## src/rtl/fetch_pkg.sv

```systemverilog
// Shared fetch-stage types and constants; decode also uses NOP_INSN.
package fetch_pkg;

  typedef enum logic [1:0] {
    RUN   = 2'd0,
    HOLD  = 2'd1,
    FAULT = 2'd2
  } fetch_state_t;

  localparam logic [31:0] NOP_INSN         = 32'h0000_0013;
  localparam logic [31:0] DEFAULT_RESET_PC = 32'h0100_0000;
  localparam logic [31:0] DEFAULT_MEM_BASE = 32'h0100_0000;

endpackage

```

## src/rtl/fetch_unit.sv

```systemverilog
// Instruction-fetch stage: owns the PC, reads imemory, pairs each word with its PC
// and hands {pc, insn} to decode under a valid/stall handshake.
//
// state | meaning
// RUN   | streaming; f_insn comes straight from imem_data_out
// HOLD  | decode stalled; f_insn replayed from hold_q
// FAULT | illegal fetch address on f_pc; NOP presented until a redirect
module fetch_unit
  import fetch_pkg::*;
#(
  parameter logic [31:0] RESET_PC  = DEFAULT_RESET_PC,
  parameter logic [31:0] MEM_BASE  = DEFAULT_MEM_BASE,
  parameter int unsigned MEM_BYTES = 1048576
) (
  input  logic        clock,
  input  logic        reset_n,
  input  logic        stall,
  input  logic        redirect_valid,
  input  logic [31:0] redirect_target,
  output logic [31:0] imem_address,
  output logic        imem_read_write,
  output logic [31:0] imem_data_in,
  input  logic [31:0] imem_data_out,
  output logic        f_valid,
  output logic [31:0] f_pc,
  output logic [31:0] f_insn,
  output logic        f_fault
);

  fetch_state_t state_q, state_d;
  logic [31:0]  pc_q, pc_d;
  logic [31:0]  rsp_pc_q, rsp_pc_d;
  logic         rsp_valid_q, rsp_valid_d;
  logic [31:0]  hold_q, hold_d;
  logic         advance;

  // 33-bit bounds so MEM_BASE + MEM_BYTES cannot wrap
  function automatic logic addr_legal(input logic [31:0] addr);
    logic [32:0] lo;
    logic [32:0] hi;
    lo = {1'b0, MEM_BASE};
    hi = {1'b0, MEM_BASE} + 33'(MEM_BYTES) - 33'd4;
    return (addr[1:0] == 2'b00) && ({1'b0, addr} >= lo) && ({1'b0, addr} <= hi);
  endfunction

  assign imem_address    = pc_q;
  assign imem_read_write = 1'b0;
  assign imem_data_in    = 32'h0;

  always_ff @(posedge clock or negedge reset_n) begin
    if (!reset_n) begin
      state_q     <= RUN;
      pc_q        <= RESET_PC;
      rsp_pc_q    <= RESET_PC;
      rsp_valid_q <= 1'b0;
      hold_q      <= 32'h0;
    end else begin
      state_q     <= state_d;
      pc_q        <= pc_d;
      rsp_pc_q    <= rsp_pc_d;
      rsp_valid_q <= rsp_valid_d;
      hold_q      <= hold_d;
    end
  end

  always_comb begin
    state_d     = state_q;
    pc_d        = pc_q;
    rsp_pc_d    = rsp_pc_q;
    rsp_valid_d = rsp_valid_q;
    hold_d      = hold_q;
    advance     = 1'b0;
    f_valid     = rsp_valid_q;
    f_pc        = rsp_pc_q;
    f_insn      = imem_data_out;
    f_fault     = 1'b0;

    case (state_q)
      RUN: begin
        if (stall && rsp_valid_q) begin
          hold_d  = imem_data_out;
          state_d = HOLD;
        end else begin
          advance = 1'b1;
        end
      end
      HOLD: begin
        f_valid = 1'b1;
        f_insn  = hold_q;
        advance = !stall;
      end
      FAULT: begin
        f_valid = 1'b1;
        f_fault = 1'b1;
        f_insn  = NOP_INSN;
      end
      default: state_d = RUN;
    endcase

    // memory keeps re-reading pc_q while held, so advancing here stays aligned
    if (advance) begin
      rsp_pc_d    = pc_q;
      rsp_valid_d = 1'b1;
      if (addr_legal(pc_q)) begin
        pc_d    = pc_q + 32'd4;
        state_d = RUN;
      end else begin
        state_d = FAULT;
      end
    end

    if (redirect_valid) begin
      pc_d        = redirect_target;
      rsp_valid_d = 1'b0;
      state_d     = RUN;
    end
  end

endmodule

```

## config.mk

```make
export PLATFORM = sky130hd
export DESIGN_NAME = fetch_unit
export DESIGN_NICKNAME = d
export VERILOG_FILES = /design/src/rtl/fetch_pkg.sv /design/src/rtl/fetch_unit.sv
export SDC_FILE = /design/constraint.sdc
export NUM_CORES = 1
export LEC_CHECK = 0
export ABC_AREA = 1
export CORE_ASPECT_RATIO = 0.7
export CORE_UTILIZATION = 44
export CTS_BUF_LIST = sky130_fd_sc_hd__clkbuf_16
export CTS_CLUSTER_DIAMETER = 30
export DETAILED_ROUTE_END_ITERATION = 16
export GPL_TIMING_DRIVEN = 0
export PLACE_DENSITY = 0.84
export SLEW_MARGIN = 10
export SYNTH_ARGS = -nofsm -noshare
export SYNTH_HDL_FRONTEND = slang
export SYNTH_SLANG_ARGS = --single-unit
```

## constraint.sdc

```tcl
create_clock -name clock -period 2.4 [get_ports clock]
set_input_delay 0.72 -clock clock [delete_from_list [all_inputs] [get_ports clock]]
set_output_delay 0.72 -clock clock [all_outputs]
set_load 0.03 [all_outputs]
```

# ---- After elaboration in Yosys (flattened, before gate mapping)
# Index checks and enable logic that the tools add are counted.
dict set report word_totals {
  input_bits 68
  register_bits 99
  output_inout_bits 131
}
dict set report classes {
  eq_ne 4
  n_addsub 1
  order_cmp 2
  muxes 15
  reduce_logical 12
}
# op n
set op_table {}
lappend op_table {{2-to-1 mux 32 bit} 3}
lappend op_table {{one-hot mux 32 bit (2 select lines)} 1}
lappend op_table {{adder 32 x 3 -> 32 bit, second input constant} 1}
lappend op_table {{>= comparator 32 x 25 -> 1 bit, second input constant} 1}
lappend op_table {{less-or-equal comparator 32 x 25 -> 1 bit, second input constant} 1}
lappend op_table {{2-to-1 mux 2 bit} 4}
lappend op_table {{AND reduction 2 bit} 3}
lappend op_table {{2-to-1 mux 1 bit} 5}
lappend op_table {{logical NOT 2 bit} 2}
lappend op_table {{!= test 4 bit, second input constant} 1}
lappend op_table {{one-hot mux 2 bit (2 select lines)} 1}
lappend op_table {{nonzero test 2 bit} 2}
lappend op_table {{logical AND 1 bit} 3}
lappend op_table {{!= test 3 x 1 -> 1 bit, second input constant} 1}
lappend op_table {{== test 2 x 1 -> 1 bit, second input constant} 1}
lappend op_table {{== test 2 bit, second input constant} 1}
lappend op_table {{one-hot mux 1 bit (2 select lines)} 1}
lappend op_table {{OR reduction 2 bit} 1}
lappend op_table {{logical NOT 1 bit} 1}

# ---- Longest topological paths before layout
dict set report depth {
  ltp_word 6
  ltp_mapped 12
  mapped_depth_nobuf 11
}

# ---- Worst setup path after synthesis
# No wires, ideal clock.
dict set report synth_timing {
  kind {register to output}
  start {register state_q[0]}
  end {output f_insn[29]}
  slack_ns -0.143
  arrival_time_ns 1.823
  path_stages_with_launch 6
  path_buffers 2
  t_required_ns 1.680
  cell_sequence {dfrtp_1 > inv_1 > ha_1 > clkbuf_1 > clkbuf_1 > o21ai_0}
}
dict set report synth_between {
  elab_chain_cells 2
  elab_cells_between_ends 3
  cone_classes {eq/ne (2); mux (1)}
}
# item line_no
set synth_rtl {}
lappend synth_rtl {{start, declared} fetch_unit.sv:30} ;# fetch_state_t state_q, state_d;
lappend synth_rtl {{start signal, assigned} fetch_unit.sv:58} ;# state_q <= state_d;
lappend synth_rtl {{== test 2 bit / == test 2 x 1 -> 1 bit (equally long branches)} fetch_unit.sv:78} ;# case (state_q)
lappend synth_rtl {{one-hot mux 32 bit (2 select lines) *} fetch_unit.sv:78}
lappend synth_rtl {{end, declared} fetch_unit.sv:26} ;# output logic [31:0] f_insn,
# Mark *: on every way between the ends. The rest lies on a longest branch, timed or not.

# ---- Worst setup path in the final report
dict set report layout_timing {
  start {register state_q[1]}
  end {output f_insn[30]}
}
# The elaborated chain is that of the path after synthesis.

==> summary.txt <==
outcome: finished with violations
violated checks: setup timing
crit path DAT: 1770 ps
crit path capture type: primary output
antenna violations before repair: 0
critical path startpoint category: flip-flop
Pins Over Slew Limit: 0
Mapped Avg Cell Area: 7.53 um^2
clk buf depth: 2
worst-margin pin slew: 591 ps
GR Util met1: 38.1%
Reg power frac: 28.3%
layout cells sized above 1: 19.3%
Top Family by Delay on Critical Path: buffers and inverters
Max VDD drop: 660 uV
worst skew pair latency: 350 ps
CP max stage delay: 370 ps
first drt pass iteration count: 5
Max Clock Skew: 6.57 ps
FF-to-FF End: hold_q[24]$_DFFE_PN0P_
P&R area growth vs syn: 55.3%
post-synth cell types: 27
Post-Route WL: 15900 um
Final Setup Violations: 31
fmax: 402 MHz
core region area: 11200 um^2
antenna cell count: 0
RR Startpoint: state_q[1]$_DFFE_PN0P_
# IOs: 199
CTS tree: done
total number of vias: 5208
total congestion overflow: 0
M2 GR Usage: 38.0%
RD Place Congestion: 0.934
WL per Instance: 15.0 um
global-route wire length before repair: 24500 um
CTS Root Cell: clkbuf_16
Logic pwr share: 55.3%
sequential fraction of the synthesis area: 48.3%
vias per cell: 4.92
dpl ws: -804 ps
final period utilization: 104%
FF-to-FF path depth: 9
Critical path origin: state_q[1]$_DFFE_PN0P_
post-layout minimum cycle time: 2490 ps
Buf/Inv on CP: 4
largest net degree at the start of global routing: 64
Die Ht: 92.4 um
Post-Synthesis Cell Area: 5130 um^2
worst-path cell chain: inv_2 > ha_4 > clkbuf_16 > clkbuf_16 > nand3_2 > o21ai_1 > buf_4
clock power share: 16.4%
Fin Hold WS: 347 ps
register bit total from synthesis: 99
Sw Share: 44.9%
PortBufs: 164
Crit Path Class: reg2out
Detailed Route Iter0 Violations: 373
Initial Util: 46.0%
CP Max Fanout: 8
Total GRT Usage: 25.8%
Die X: 131 um
Sink Count: 99
R2R setup slack: 220 ps
final hold viol count: 0
final worst slack: -89.5 ps
site row count: 32
internal power: 5280 uW
DRC errors left: 0
synth warn: 0
RSZ-0062 raised after global routing: yes
sw power: 4300 uW
HP Class: in2async
Final ANT Viol Nets: 0
worst setup path endpoint: f_insn[30]
pwr dens: 1200 nW/um^2
Final #Nets: 973
DP Wirelength: 11100 um
Post-CTS Hold Buffers: 0
die area: 12100 um^2
CP Depth: 7
clock slew at reported path FFs: 70 ps
Slew HR: 60.6%
Worst path most repeated cell: clkbuf_16
GRT met3 Usage: 6.29%
Leak: 0.00380 uW
slowest stage cell, crit path: dfrtp_1
Worst Path Required: 1680 ps
number of global-route vias before repair: 4684
max cap viols: 0
Num CTS Buffers: 9
busiest grt layer: met1
Syn Inst Count: 682
H-tree Lvls: 3
[how the worst min path moves through the flow]
stage                              start                           to  slack, ps  cells past startpoint
floorplan                        reset_n          f_pc[0]$_DFFE_PN0P_        420                      0
global placement    f_pc[18]$_DFFE_PN0P_         f_pc[18]$_DFFE_PN0P_        450                      2
detailed placement  f_pc[20]$_DFFE_PN0P_         f_pc[20]$_DFFE_PN0P_        460                      2
CTS                              reset_n  imem_address[9]$_DFFE_PN0P_        350                      1
global route                     reset_n          f_pc[7]$_DFFE_PN0P_        380                      1
finish                           reset_n          f_pc[5]$_DFFE_PN0P_        350                      1
[power by group through the flow]
stage          sequential, uW  clock [uW]  combinational [uW]
2_1_floorplan            3190           0                2020
3_3_place_gp             2640           0                4350
3_5_place_dp             2650           0                4430
4_1_cts                  2660        1590                4900
5_1_grt                  2790        1650                5630
6_report                 2710        1570                5300
[layout make-up]
type,instances,area [um^2]
Inverter,57,214
Sequential cell,99,2480
Clock buffer,9,225
Multi-Input combinational cell,491,2450
Timing Repair Buffer,175,1780
Fill cell,870,3190
Tap cell,153,191
Buffer,67,544
Clock inverter,7,91.3
[layout by cell type (no fill, tap or decap), types with 2 or more instances in the layout]
cell type,instances
conb_1,33
clkinv_2,2
buf_2,7
dfstp_2,2
buf_1,2
bufinv_16,2
o21ai_2,18
nand2_1,247
o21ai_1,10
buf_8,4
clkdlybuf4s50_1,129
clkbuf_16,15
buf_6,23
o21ai_0,72
xor2_1,4
clkbuf_1,11
nand3_1,22
buf_4,55
dfrtp_1,97
inv_2,4
nand3_2,20
nand3_4,8
nand2_2,2
ha_1,3
a31oi_1,2
nor2_1,35
o211ai_1,3
o21ai_4,2
inv_1,53
[cells in the mapped netlist]
cell      number  area (um^2)
a21oi_1        1         5.00
a31oi_1        2         12.5
buf_1          2         7.51
buf_2          7         35.0
buf_4         36          270
buf_6          1         11.3
clkbuf_1      21         78.8
conb_1         1         3.75
dfrtp_1       97         2430
dfstp_2        2         52.6
ha_1           5         62.6
inv_1         55          206
inv_2          2         7.51
nand2_1      247          927
nand2_2        2         12.5
nand3_1       50          250
nand3b_1       1         7.51
nand4_1        1         6.26
nand4_2        1         12.5
nor2_1        35          131
o211ai_1       3         22.5
o21ai_0      101          505
o21ai_4        1         16.3
or2_0          1         6.26
or2_2          2         12.5
xnor2_1        1         8.76
xor2_1         4         35.0
[registers in the layout (all words and copies together), names as in the netlist]
name / cells
hold_q: 32
rsp_valid_q: 1
state_q: 2
imem_address: 32
f_pc: 32
[kinds of logic (layout without fill, tap and decap cells)]
group / after synthesis / after routing / share of synthesized area (%)
fa+ha+maj: 5 / 5 / 1.22
simple gates: 340 / 340 / 26.6
buf+inv: 124 / 315 / 12.0
xor+xnor: 5 / 5 / 0.853
flops: 99 / 99 / 48.3
other cells: 1 / 33 / 0.0730
compound gates: 108 / 108 / 10.9
[stage by stage]
| step | setup TNS, ps | total power [uW] | cells | instance area, um^2 | utilization [%] |
|---|---|---|---|---|---|
| 2_1_floorplan | 0 | 5210 | 714 | 5260 | - |
| 3_3_place_gp | -332130 | 6990 | 1031 | 7090 | 63.5 |
| 3_5_place_dp | -24180 | 7080 | 1032 | 7110 | 63.7 |
| 4_1_cts | -811 | 9150 | 1054 | 7670 | 68.6 |
| 5_1_grt | -3310 | 10100 | 1058 | 7980 | 71.4 |
| 6_report | -1270 | 9580 | 1058 | 7980 | 71.4 |
[metal layers]
| layer | wire (um) | vias to the layer above | part of all wire [%] |
|---|---|---|---|
| li1 | - | 2531 | - |
| met5 | 0 | - | 0 |
| met4 | 222 | 0 | 1.4 |
| met2 | 7180 | 196 | 45 |
| met3 | 1090 | 22 | 6.8 |
| met1 | 7420 | 2459 | 47 |
[what timing repair did]
action	CTS	global route
pin swaps	1	1
resized for setup	310	64
setup endpoints to repair	34	33
buffers inserted	2	3
gates cloned	4	1
Note: power is estimated with default switching activity, not from simulation.
